### src/rtl/ps2_score_cmd_decoder.sv
// PS/2 scan-code parser that turns make codes into stretched, active-low, one-hot
// HOME/GUEST score command pulses. It also filters typematic repeats and toggles pause on SPACE.
module ps2_score_cmd_decoder #(
  parameter int PULSE_LEN     = 1,
  parameter bit REPEAT_FILTER = 1'b1,
  parameter bit PAUSE_AT_RST  = 1'b1
) (
  input  logic       clk,
  input  logic       rst,
  input  logic       enable,
  input  logic [7:0] code,
  input  logic       code_vld,
  output logic       pause,
  output logic [2:0] plus_H_n,
  output logic [2:0] plus_G_n,
  output logic [2:0] minus_H_n,
  output logic [2:0] minus_G_n,
  output logic       busy
);

  localparam int CNT_W = $clog2(PULSE_LEN + 1);

  typedef enum logic [1:0] {IDLE, BREAK, EXT, EXT_BRK} state_t;

  state_t           state, state_nxt;
  logic [7:0]       held, held_nxt;
  logic             held_vld, held_vld_nxt;
  logic             make_acc;
  logic             is_mapped, is_space;
  logic [11:0]      cmd_onehot;
  logic [CNT_W-1:0] cnt;
  logic [11:0]      cmd_n;

  // Bit order of cmd_onehot: +H[2:0], +G[5:3], -H[8:6], -G[11:9]
  always_comb begin
    cmd_onehot = '0;
    is_mapped  = 1'b1;
    is_space   = 1'b0;
    case (code)
      8'h1C:   cmd_onehot[0]  = 1'b1;
      8'h1B:   cmd_onehot[1]  = 1'b1;
      8'h23:   cmd_onehot[2]  = 1'b1;
      8'h3B:   cmd_onehot[3]  = 1'b1;
      8'h42:   cmd_onehot[4]  = 1'b1;
      8'h4B:   cmd_onehot[5]  = 1'b1;
      8'h22:   cmd_onehot[6]  = 1'b1;
      8'h21:   cmd_onehot[7]  = 1'b1;
      8'h2A:   cmd_onehot[8]  = 1'b1;
      8'h32:   cmd_onehot[9]  = 1'b1;
      8'h31:   cmd_onehot[10] = 1'b1;
      8'h3A:   cmd_onehot[11] = 1'b1;
      8'h29:   is_space       = 1'b1;
      default: is_mapped      = 1'b0;
    endcase
  end

  always_comb begin
    state_nxt    = state;
    held_nxt     = held;
    held_vld_nxt = held_vld;
    make_acc     = 1'b0;
    if (code_vld) begin
      case (state)
        IDLE: begin
          if (code == 8'hF0) begin
            state_nxt = BREAK;
          end else if (code == 8'hE0) begin
            state_nxt = EXT;
          end else if (is_mapped && !(REPEAT_FILTER && held_vld && held == code)) begin
            make_acc     = 1'b1;
            held_nxt     = code;
            held_vld_nxt = 1'b1;
          end
        end
        // A release only clears the held key if it names that key
        BREAK: begin
          state_nxt = IDLE;
          if (held_vld && held == code) held_vld_nxt = 1'b0;
        end
        EXT:     state_nxt = (code == 8'hF0) ? EXT_BRK : IDLE;
        EXT_BRK: state_nxt = IDLE;
        default: state_nxt = IDLE;
      endcase
    end
  end

  always_ff @(posedge clk) begin
    if (rst) begin
      state    <= IDLE;
      held     <= '0;
      held_vld <= 1'b0;
      pause    <= PAUSE_AT_RST;
      cnt      <= '0;
      cmd_n    <= '1;
    end else begin
      state    <= state_nxt;
      held     <= held_nxt;
      held_vld <= held_vld_nxt;
      // Parser keeps running while disabled so releases stay paired with presses
      if (!enable) begin
        pause <= 1'b1;
        cnt   <= '0;
        cmd_n <= '1;
      end else begin
        if (make_acc && is_space) pause <= ~pause;
        if (make_acc && !is_space && !busy) begin
          cnt   <= CNT_W'(PULSE_LEN);
          cmd_n <= ~cmd_onehot;
        end else if (cnt != '0) begin
          cnt <= cnt - 1'b1;
          if (cnt == CNT_W'(1)) cmd_n <= '1;
        end
      end
    end
  end

  assign busy      = (cnt != '0);
  assign plus_H_n  = cmd_n[2:0];
  assign plus_G_n  = cmd_n[5:3];
  assign minus_H_n = cmd_n[8:6];
  assign minus_G_n = cmd_n[11:9];

endmodule

### config.mk
export PLATFORM = sky130hd
export DESIGN_NAME = ps2_score_cmd_decoder
export DESIGN_NICKNAME = d
export VERILOG_FILES = /design/src/rtl/ps2_score_cmd_decoder.sv
export SDC_FILE = /design/constraint.sdc
export NUM_CORES = 1
export LEC_CHECK = 0
export CAP_MARGIN = 0
export CORE_MARGIN = 2
export CORE_UTILIZATION = 51
export CTS_CLUSTER_DIAMETER = 30
export DETAILED_ROUTE_END_ITERATION = 8
export GPL_ROUTABILITY_DRIVEN = 0
export PLACE_DENSITY_LB_ADDON = 0.12
export SLEW_MARGIN = 20
export SYNTH_ARGS = -nofsm -noshare
export SYNTH_HDL_FRONTEND = slang
export SYNTH_SLANG_ARGS = --single-unit
### constraint.sdc
create_clock -name clk -period 2.1 [get_ports clk]
set_input_delay 0.315 -clock clk [delete_from_list [all_inputs] [get_ports clk]]
set_output_delay 0.315 -clock clk [all_outputs]
set_load 0.1 [all_outputs]
Word-level counts from Yosys, hierarchy flattened:

Index checks and enable logic that the tools add are counted.

* register bits after elaboration: 25
* output and inout port bits: 14
* logic and storage cells: 85
* bits of input ports: 12

* reduce and logical (&&, ||, !) cells: 17
* bitwise operators: 5
* add/sub/neg operators: 1
* mux-type cells: 32
* eq/ne operators: 24

Operators by type and width (number)
* 8-bit by 6-bit equality test with 1-bit output (second input constant): 9
* 1-bit 2-to-1 mux: 25
* 12-bit 2-to-1 mux: 2
* 8-bit by 5-bit equality test with 1-bit output (second input constant): 2
* 8-bit by 7-bit equality test with 1-bit output (second input constant): 2
* 8-bit equality test (second input constant): 2
* 13-bit OR reduction: 1
* 12-bit inverter: 1
* 8-bit equality test: 1
* 2-bit inequality test (second input constant): 4
* 2-bit 2-to-1 mux: 3
* 2-bit one-hot mux with 3 select lines: 1
* 6-bit AND reduction: 1
* 1-bit logical AND: 5
* 5-bit AND reduction: 1
* 2-bit equality test (second input constant): 2
* 1-bit inverter: 4
* 2-bit nonzero test: 2
* 2-bit OR reduction: 2
* 1-bit logical NOT: 3
* 3-bit inequality test (second input constant): 1
* 2-bit by 1-bit equality test with 1-bit output (second input constant): 1
* 2-bit logical NOT: 1
* 1-bit one-hot mux with 2 select lines: 1
* 2 further kinds: 2

Depth between registers and ports, before layout:

* word-level depth: 12
* gate-level depth with buffers: 8
* depth with buffers taken out: 6

Worst setup path before layout:

Ideal clock, no wire load.

* path kind: input-to-reg
* from: input port code[6]
* to: register cmd_n[2]
* path slack: 0.217 ns
* arrival: 1.758 ns
* data required time: 1.975 ns
* path buffers: 1
* cell stages on the path: 7
* path through: buf_4 > nor2_2 > nand3_2 > o311ai_4 > o211ai_4 > a21o_1 > a2111o_1

* cells in the longest elaborated chain, start to end: 12
* elaborated cells between the ends (all ways): 34
* those cells by class: eq/ne (16); mux (9); bitwise (1); reduce/logical (8)

Ends and longest elaborated chain
* start, declared: line 11 `input logic [7:0] code,`
* 8-bit by 6-bit equality test with 1-bit output (tied with other cells): line 39 `case (code)`
* 13-bit OR reduction (no line) or 1-bit logical AND (tied branches)
* 1-bit 2-to-1 mux or 1-bit logical NOT (tied branches): line 39, 69
* 1-bit logical AND: line 69 `end else if (is_mapped && !(REPEAT_FILTER && held_vld && held == code)) begin`
* 1-bit 2-to-1 mux: line 69
* 1-bit 2-to-1 mux: line 67 `end else if (code == 8'hE0) begin`
* 1-bit 2-to-1 mux: line 65 `if (code == 8'hF0) begin`
* 1-bit 2-to-1 mux: line 63 `case (state)`
* 1-bit 2-to-1 mux: line 62 `if (code_vld) begin`
* 1-bit logical AND (2 in series): line 106 `if (make_acc && !is_space && !busy) begin`
* 12-bit 2-to-1 mux or 2-bit nonzero test (tied branches)
* end signal, assigned: line 108 `cmd_n <= ~cmd_onehot;`
* end, declared: line 32 `logic [11:0] cmd_n;`

Several ways; a longest one is shown, not always the timed one.
A chain may end at the register's enable or synchronous reset.

Final worst setup path:

* from: input port code[1]
* to: register cmd_n[2]

The elaborated chain is that of the path after synthesis.

==> results.yml <==
finish:
  multi_input_area_um2: 852
  nNetsFinal: 221
  layout_common_cells: "buf_4, nor2_1, dfxtp_1"
  final_cells: 239
  seqCellArea_um2: 500
  final_common_cell: "buf_4"
  antenna_cells: 0
  area.growth.synth_to_final_pct: 33.5
  nFillCells: 229
  drive_gt1_share_pct: 30.8
worst_setup_path:
  arrival_ns: 2.20
  path_max_fanout: 8
  reg2regPathDepth: 7
  critPathKind: "in -> reg"
  cp-end-kind: "flip-flop"
  cp_data_required_time_ns: 2.32
  start_kind: "input pin"
route:
  remaining_drc_errors: 0
  post_drt_wl_per_cell_um: 13.0
  first_pass_iters: 4
  wirelength_um: 3110
  viasPerCell: 5.24
  ant_nets: 0
  drtIter0Drc: 36
  vias: 1252
placement:
  portBuffers: 25
  dp_hpwl_um: 2390
  placedCellCount: 232
sta:
  hold_viol_final: 0
  rsz0062_at_grt: "no"
  slew_headroom_pct: 76.8
  max_slew.worst_pin.slew_ns: 0.345
  finClkSkew_ns: 0.00455
  fmax_ghz: 0.506
  final_max_slew_viol_count: 0
  tns_ns: 0
  min_period_ns: 1.98
  setup_violations: 0
  min_period_over_period_pct: 94.1
synth:
  yosysTopAreaCell: "dfxtp_1"
  synth.distinct_cells: 43
  ys_ff_latch: 25
  synth_warnings: 0
  async_flop_share_pct: 0
  yosysTopAreaCellShare_pct: 35.1
  synth.area.top_cells: "dfxtp_1, mux2i_1, nor2_1"
  synth.cell_area_mm2: 0.00142
  netlist_instances: 159
  synth_area_per_cell_um2: 8.96
  synth_seq_area_share_pct: 35.1
  synth_flop_cell: "dfxtp_1"
  synth-edff-count: 0
  syn-num-nets: 171
worst_hold_path:
  worst_hold_path_type: "in -> reg"
  min_delay_path_depth: 4
cts:
  htreeDepth: 1
  clkTransAtPathRegs_ns: 0.14
  max-clock-path-buffers: 2
  cts_buffers: 3
  clock_latency_ns: 0.32
  cts.sinks: 25
  cts_tree: "yes"
  cts-root-buf: "clkbuf_4"
flow_run:
  max_cap_viol_count: 0
die:
  core_mm2: 0.00271
  die_area_mm2: 0.00323
  die_h_um: 56.8
  start_util_pct: 52.5
  ioPinCount: 26
  die-width_um: 56.8
  row_count: 19
grt:
  grt-ovfl-total: 0
  grt_max_degree: 16
  grt_pass1_vias: 1168
  antenna_found_initial: 0
  grtUsageTotal_pct: 20.6
  grt_pass1_wl_um: 5190
status:
  status: "finished clean"
pwr:
  powerDensity_mw_per_mm2: 447
  leakagePower_nw: 0.881
  ir_drop_mv: 0.361
-- cell usage after synthesis, types with 3 or more instances --
library cell,instances
a21oi_1,5
buf_2,3
buf_4,4
buf_6,3
dfxtp_1,25
inv_1,3
mux2i_1,16
nand2_1,7
nand3_1,3
nand3b_1,4
nor2_1,30
nor2b_1,3
nor3_1,7
nor3b_1,3
xnor2_1,3
xor2_1,7
-- cells by family after synthesis --
| group | synth area share (%) |
|---|---|
| AND/OR/NAND/NOR | 29.9 |
| buffers and inverters | 6.85 |
| AO/OA/AOI/OAI | 10.7 |
| flip-flops | 35.1 |
| XOR/XNOR | 6.15 |
| multiplexers | 11.2 |
-- per-layer routing --
metal / global-route usage [%] / wire length (µm) / vias to the layer above
li1: - / - / 655
met3: 2.30 / 77 / 4
met1: 26.8 / 1420 / 576
met4: 6.98 / 37 / 0
met5: 0 / 0 / -
met2: 35.4 / 1580 / 17
-- path summary, 6_finish.rpt --
check             slack, ns                    end                   from
hold / removal         0.49  cmd_n[7]$_SDFFE_PP1P_                code[3]
hold reg to reg        0.49  held_vld$_SDFFE_PP0P_  held_vld$_SDFFE_PP0P_
setup / recovery       0.12  cmd_n[2]$_SDFFE_PP1P_                code[1]
setup reg to reg       0.33     pause$_SDFFE_PP1P_   held[0]$_SDFFE_PP0P_
-- registers in the layout, summed over array words and instances (netlist names) --
signal	flops
busy	1
cmd_n	12
held	8
state	2
held_vld	1
pause	1
-- area by class of cell --
| class | instances | share of cell area (%) |
|---|---|---|
| clock buffer | 3 | 1.18 |
| clock inverter | 1 | 0.395 |
| inverter | 3 | 0.592 |
| multi-input combinational | 119 | 44.8 |
| sequential | 25 | 26.3 |
| tap | 31 | 2.04 |
| timing repair buffer | 57 | 24.6 |
-- through the flow --
step / util, % / hold slack, ns / instance area, µm² / total power (W) / worst slack [ns]
3_3_place_gp: 67.2 / 0.453 / 1820 / 0.000632 / -0.405
2_1_floorplan: - / 0.451 / 1420 / 0.000574 / 0.217
4_1_cts: 68.9 / 0.501 / 1870 / 0.000856 / -0.0110
5_1_grt: 70.1 / 0.500 / 1900 / 0.000884 / 0.0149
6_report: 70.1 / 0.495 / 1900 / 0.000849 / 0.123
3_5_place_dp: 67.2 / 0.475 / 1820 / 0.000634 / -0.511
-- report_power, final --
part / switching, W / leakage, nW / internal, W
sequential: 0.00000186 / 0.202 / 0.000477
combinational: 0.0000757 / 0.665 / 0.0000718
clock: 0.000150 / 0.0139 / 0.0000726
total: 0.000227 / 0.881 / 0.000622
-- critical path, stage by stage --
cell             delay (ns)
clkdlybuf4s50_1        0.52
buf_4                  0.19
xor2_1                 0.22
nor4_2                 0.06
nand4_1                0.15
o211ai_4               0.12
a21o_1                 0.21
a2111o_1               0.41
-- what timing repair did --
| action | CTS | global route |
|---|---|---|
| resized for setup | 6 | 5 |
| endpoints found under the setup margin | 20 | 18 |
| hold buffers | 0 | 0 |
| setup buffers | 1 | 2 |
| pin swaps | 4 | 6 |
(Power assumes the default switching activity.)
==> edit 1: new RTL, config.mk and constraints unchanged <==
`REPEAT_FILTER`: 1'b1 -> 1'b0.
--- a/src/rtl/ps2_score_cmd_decoder.sv
+++ b/src/rtl/ps2_score_cmd_decoder.sv
@@ -4,3 +4,3 @@
   parameter int PULSE_LEN     = 1,
-  parameter bit REPEAT_FILTER = 1'b1,
+  parameter bit REPEAT_FILTER = 1'b0,
   parameter bit PAUSE_AT_RST  = 1'b1
Formal check against the unedited RTL: not equivalent (a bounded check fails within 4 cycles, from zero or initial values and one cycle with rst high).
==> edit 1 against the original RTL <==
Setup slack improved by 0.068 ns. Routed wire length decreased by 21%. Design area decreased by 26%. Utilization increased by 3.8 points. Sequential cell count decreased by 9. Power decreased by 26%. Area after synthesis decreased by 30%. Sequential share of layout area decreased by 3.6 points. Critical path depth decreased by 1. Fmax increased by 3.5%. Critical path type unchanged.
==> edit 1: results (changes against the original RTL) <==
[sta]
post-route-period-util_pct=90.91  ; -3.2 points
holdWs_ns=0.4767  ; -0.01829 ns

[global_routing]
via_count_of_the_first_global_routing_pass=1021  ; -13%

[power]
p_leak_nw=0.5299  ; -40%
internal_power_mw=0.4678  ; -25%
ir_drop_worst_case_vdd_v=0.0003809  ; +5.4%

[worst_setup_path]
reg2reg_depth=5  ; -2
timing.critical_path.slowest_stage_cell=or4b_4
timing.critical_path.from=code[4]
worstSetupEndpoint=cmd_n[10]$_SDFFE_PP1P_
path_max_fanout=10  ; +2

[hold_path]
hold_path_depth=2  ; -2

[status]
result_of_the_run=complete, no violations

[finish]
fillers=156  ; -32%
biggest_regs=cmd_n: 12 flops, state: 2 flops
fin_nets=179  ; -19%
post-route-util_pct=73.95  ; +3.8 points
final-instance-count-excl-fill=193  ; -19%

[clock_network]
worstSkewPairLatency_ns=0.30  ; -0.02 ns
path_clk_slew_ns=0.09  ; -0.05 ns
postCtsSetupBuffers=0  ; -1

[place]
place_inst=189  ; -19%
dp_slack_ns=-0.1017  ; +0.4088 ns

[synthesis]
syn-mean-instance-area_um2=8.018  ; -10%
yosys-top-cells-area=dfxtp_1, a21oi_2, nor2_1
synth_cell_type_count=37  ; -14%

-- edit 1: changes by cell type after synthesis, sizes merged, moves of 3 or more --
cell and delta:
mux2i -15, nor2 -13, dfxtp -9, a21oi +8
buf -6, xor2 -6, clkbuf +3, nand4 +3
nor4 +3
-- edit 1: area by class of cell --
| type | instances | share of cell area [%] |
|---|---|---|
| Tap cell | 27 | 2.402 |
| Sequential cell | 16 | 22.78 |
| Multi-Input combinational cell | 96 | 43.77 |
| Inverter | 4 | 1.068 |
| Clock buffer | 4 | 2.580 |
| Timing Repair Buffer | 46 | 27.40 |
-- edit 1: per-layer routing --
layer / global-route usage, % / up-vias / share of wire, %
met5: 0 / - / 0
met4: 12.86 / 0 / 2.5
met3: 5.556 / 7 / 6.7
met2: 36.81 / 38 / 45
met1: 28.63 / 506 / 46
li1: - / 536 / -
-- edit 1: cell families after synthesis --
family | share of synthesized area [%]
simple gates | 41.45
buf+inv | 6.616
mux | 0.9988
flops | 31.96
xor+xnor | 1.748
compound gates | 17.23
==> edit 2: new RTL, same flow settings <==
Made on the original files. The 4 states of `state_t` get a one-hot encoding in 4 bits.
--- a/src/rtl/ps2_score_cmd_decoder.sv
+++ b/src/rtl/ps2_score_cmd_decoder.sv
@@ -22,3 +22,3 @@
 
-  typedef enum logic [1:0] {IDLE, BREAK, EXT, EXT_BRK} state_t;
+  typedef enum logic [3:0] {IDLE = 4'b0001, BREAK = 4'b0010, EXT = 4'b0100, EXT_BRK = 4'b1000} state_t;
 
Formal check against the unedited RTL: same outputs for any inputs over 4 cycles, from zero or initial values and one cycle with rst high; so few cycles prove little.
==> edit 2 against the original RTL <==
Sequential cell count rose by 2. Setup slack worse by 0.057 ns. Power increased by 8.1%. Utilization is 4.9 points higher. Non-clock buffer count grew 8. Final cell count increased by 13%. Design area up 9.7%. Routed wire length is 39% higher. Hold slack lost 0.014 ns. Register-to-register slack improved by 0.12 ns. Area after synthesis grew 5.9%. Largest cell class unchanged. Highest routed layer unchanged.
==> edit 2: results (changes against the original RTL) <==
[hold_path]
min-delay-path-class=reg2reg
hold_path_depth=2  ; -2

[finish]
biggest_regs=cmd_n: 12 flops, held: 8 flops, state: 4 flops
fin_nets=253  ; +14%
fillers=232  ; +1.3%
layout_cells_sized_above_1_pct=29.17  ; -1.6 points

[worst_setup_path]
reg2reg_depth=5  ; -2
path_max_fanout=6  ; -2
regToRegSetupSlack_ns=0.45  ; +0.12 ns
rr_startpoint=state[2]$_SDFFE_PP0P_

[synthesis]
synth.mux.area_fraction_pct=5.975  ; -5.3 points
synth_cell_type_count=41  ; -4.7%
synth-xor-area-share_pct=5.809  ; -0.34 points
synth_seq_area_share_pct=35.85  ; +0.70 points
postSynthNetCount=197  ; +15%
complex_gate_fraction_of_the_synthesized_area_pct=15.35  ; +4.6 points
netlist_top_cells_count=dfxtp_1, nor2_1, a21oi_1, nand2_1, nand4_1

[routing]
overall_via_count_from_detail_route=1662  ; +33%
dr.first_iter.drc_count=75  ; +110%
postRouteWirelength_um=4320  ; +39%

[power]
ir_drop_worst_case_vdd_v=0.0003747  ; +3.7%

[status]
result_of_the_run=complete, no violations

[clock_network]
path_clk_slew_ns=0.16  ; +0.02 ns

[place]
detailedPlacementHpwl_um=3227  ; +35%

[global_routing]
via_count_of_the_first_global_routing_pass=1669  ; +43%

[edit 2: cell count changes in the layout (fill, tap and decap cells not counted), sizes merged, moves of 7 or more]
cell,change
mux2i,-7
nor2,-9
buf,+8
o31ai,+7
nand4,+10
[edit 2: area by class of cell]
cell class	count	area, µm²	area share [%]
clock buffer	3	22.52	1.080
clock inverter	1	5.005	0.2400
inverter	6	22.52	1.080
multi-input combinational	138	919.6	44.09
sequential	27	540.5	25.91
tap	31	38.79	1.860
timing repair buffer	65	536.8	25.73
[edit 2: how the worst max path moves through the flow]
stage,endpoint,cells after the start,slack (ns)
2_1_floorplan,cmd_n[0]$_SDFFE_PP1P_,6,0.008
3_3_place_gp,cmd_n[2]$_SDFFE_PP1P_,6,-0.31
3_5_place_dp,cmd_n[7]$_SDFFE_PP1P_,6,-0.36
4_1_cts,cmd_n[7]$_SDFFE_PP1P_,6,0.03
5_1_grt,cmd_n[1]$_SDFFE_PP1P_,7,-0.02
6_report,cmd_n[3]$_SDFFE_PP1P_,7,0.07
[edit 2: cell families (layout without fill, tap and decap cells)]
kind of cell / after synthesis / in the layout
xor gates and xnor gates: 10 / 10
buffers and inverters: 20 / 75
DFF: 27 / 27
muxes: 9 / 9
AOI/OAI and AO/OA: 35 / 35
and+or+nand+nor: 84 / 84
[edit 2: timing repair]
item	4_1_cts	5_1_grt
cloned	0	0
buffers inserted	0	0
endpoints found under the setup margin	1	19
endpoints found under the hold margin	0	0
resized for setup	1	9
pin swaps	0	0
[edit 2: metrics by stage]
stage / utilization, % / instances / hold slack (ns) / worst slack (ns) / setup TNS (ns)
after floorplan: - / 185 / 0.3841 / 0.008057 / 0
after global placement: 72.20 / 267 / 0.4589 / -0.3148 / -5.668
after detailed placement: 72.20 / 267 / 0.4717 / -0.3596 / -6.525
after CTS: 73.32 / 271 / 0.4914 / 0.02622 / 0
after global routing: 74.99 / 271 / 0.5052 / -0.02123 / -0.05472
final: 74.99 / 271 / 0.4808 / 0.06641 / 0
[edit 2: critical path, stage by stage]
cell and delay, ns:
clkdlybuf4s50_1 0.54, buf_4 0.21, and2_1 0.16, and4_1 0.22, or3_1 0.41, nor4_1 0.29, o21ai_0 0.11
[edit 2: layer usage]
layer / vias to the layer above / track usage (%) / share of wire, %
met5: - / 0 / 0
met4: 0 / 10.63 / 0.83
met3: 6 / 3.956 / 5.9
met2: 72 / 45.59 / 49
met1: 790 / 35.15 / 44
li1: 794 / - / -
[edit 2: power breakdown]
group | leakage [nW] | total (mW) | internal, mW | switching (mW)
registers | 0.218 | 0.517 | 0.515 | 0.00189
logic | 0.548 | 0.168 | 0.0799 | 0.0885
clock network | 0.0177 | 0.233 | 0.0716 | 0.161
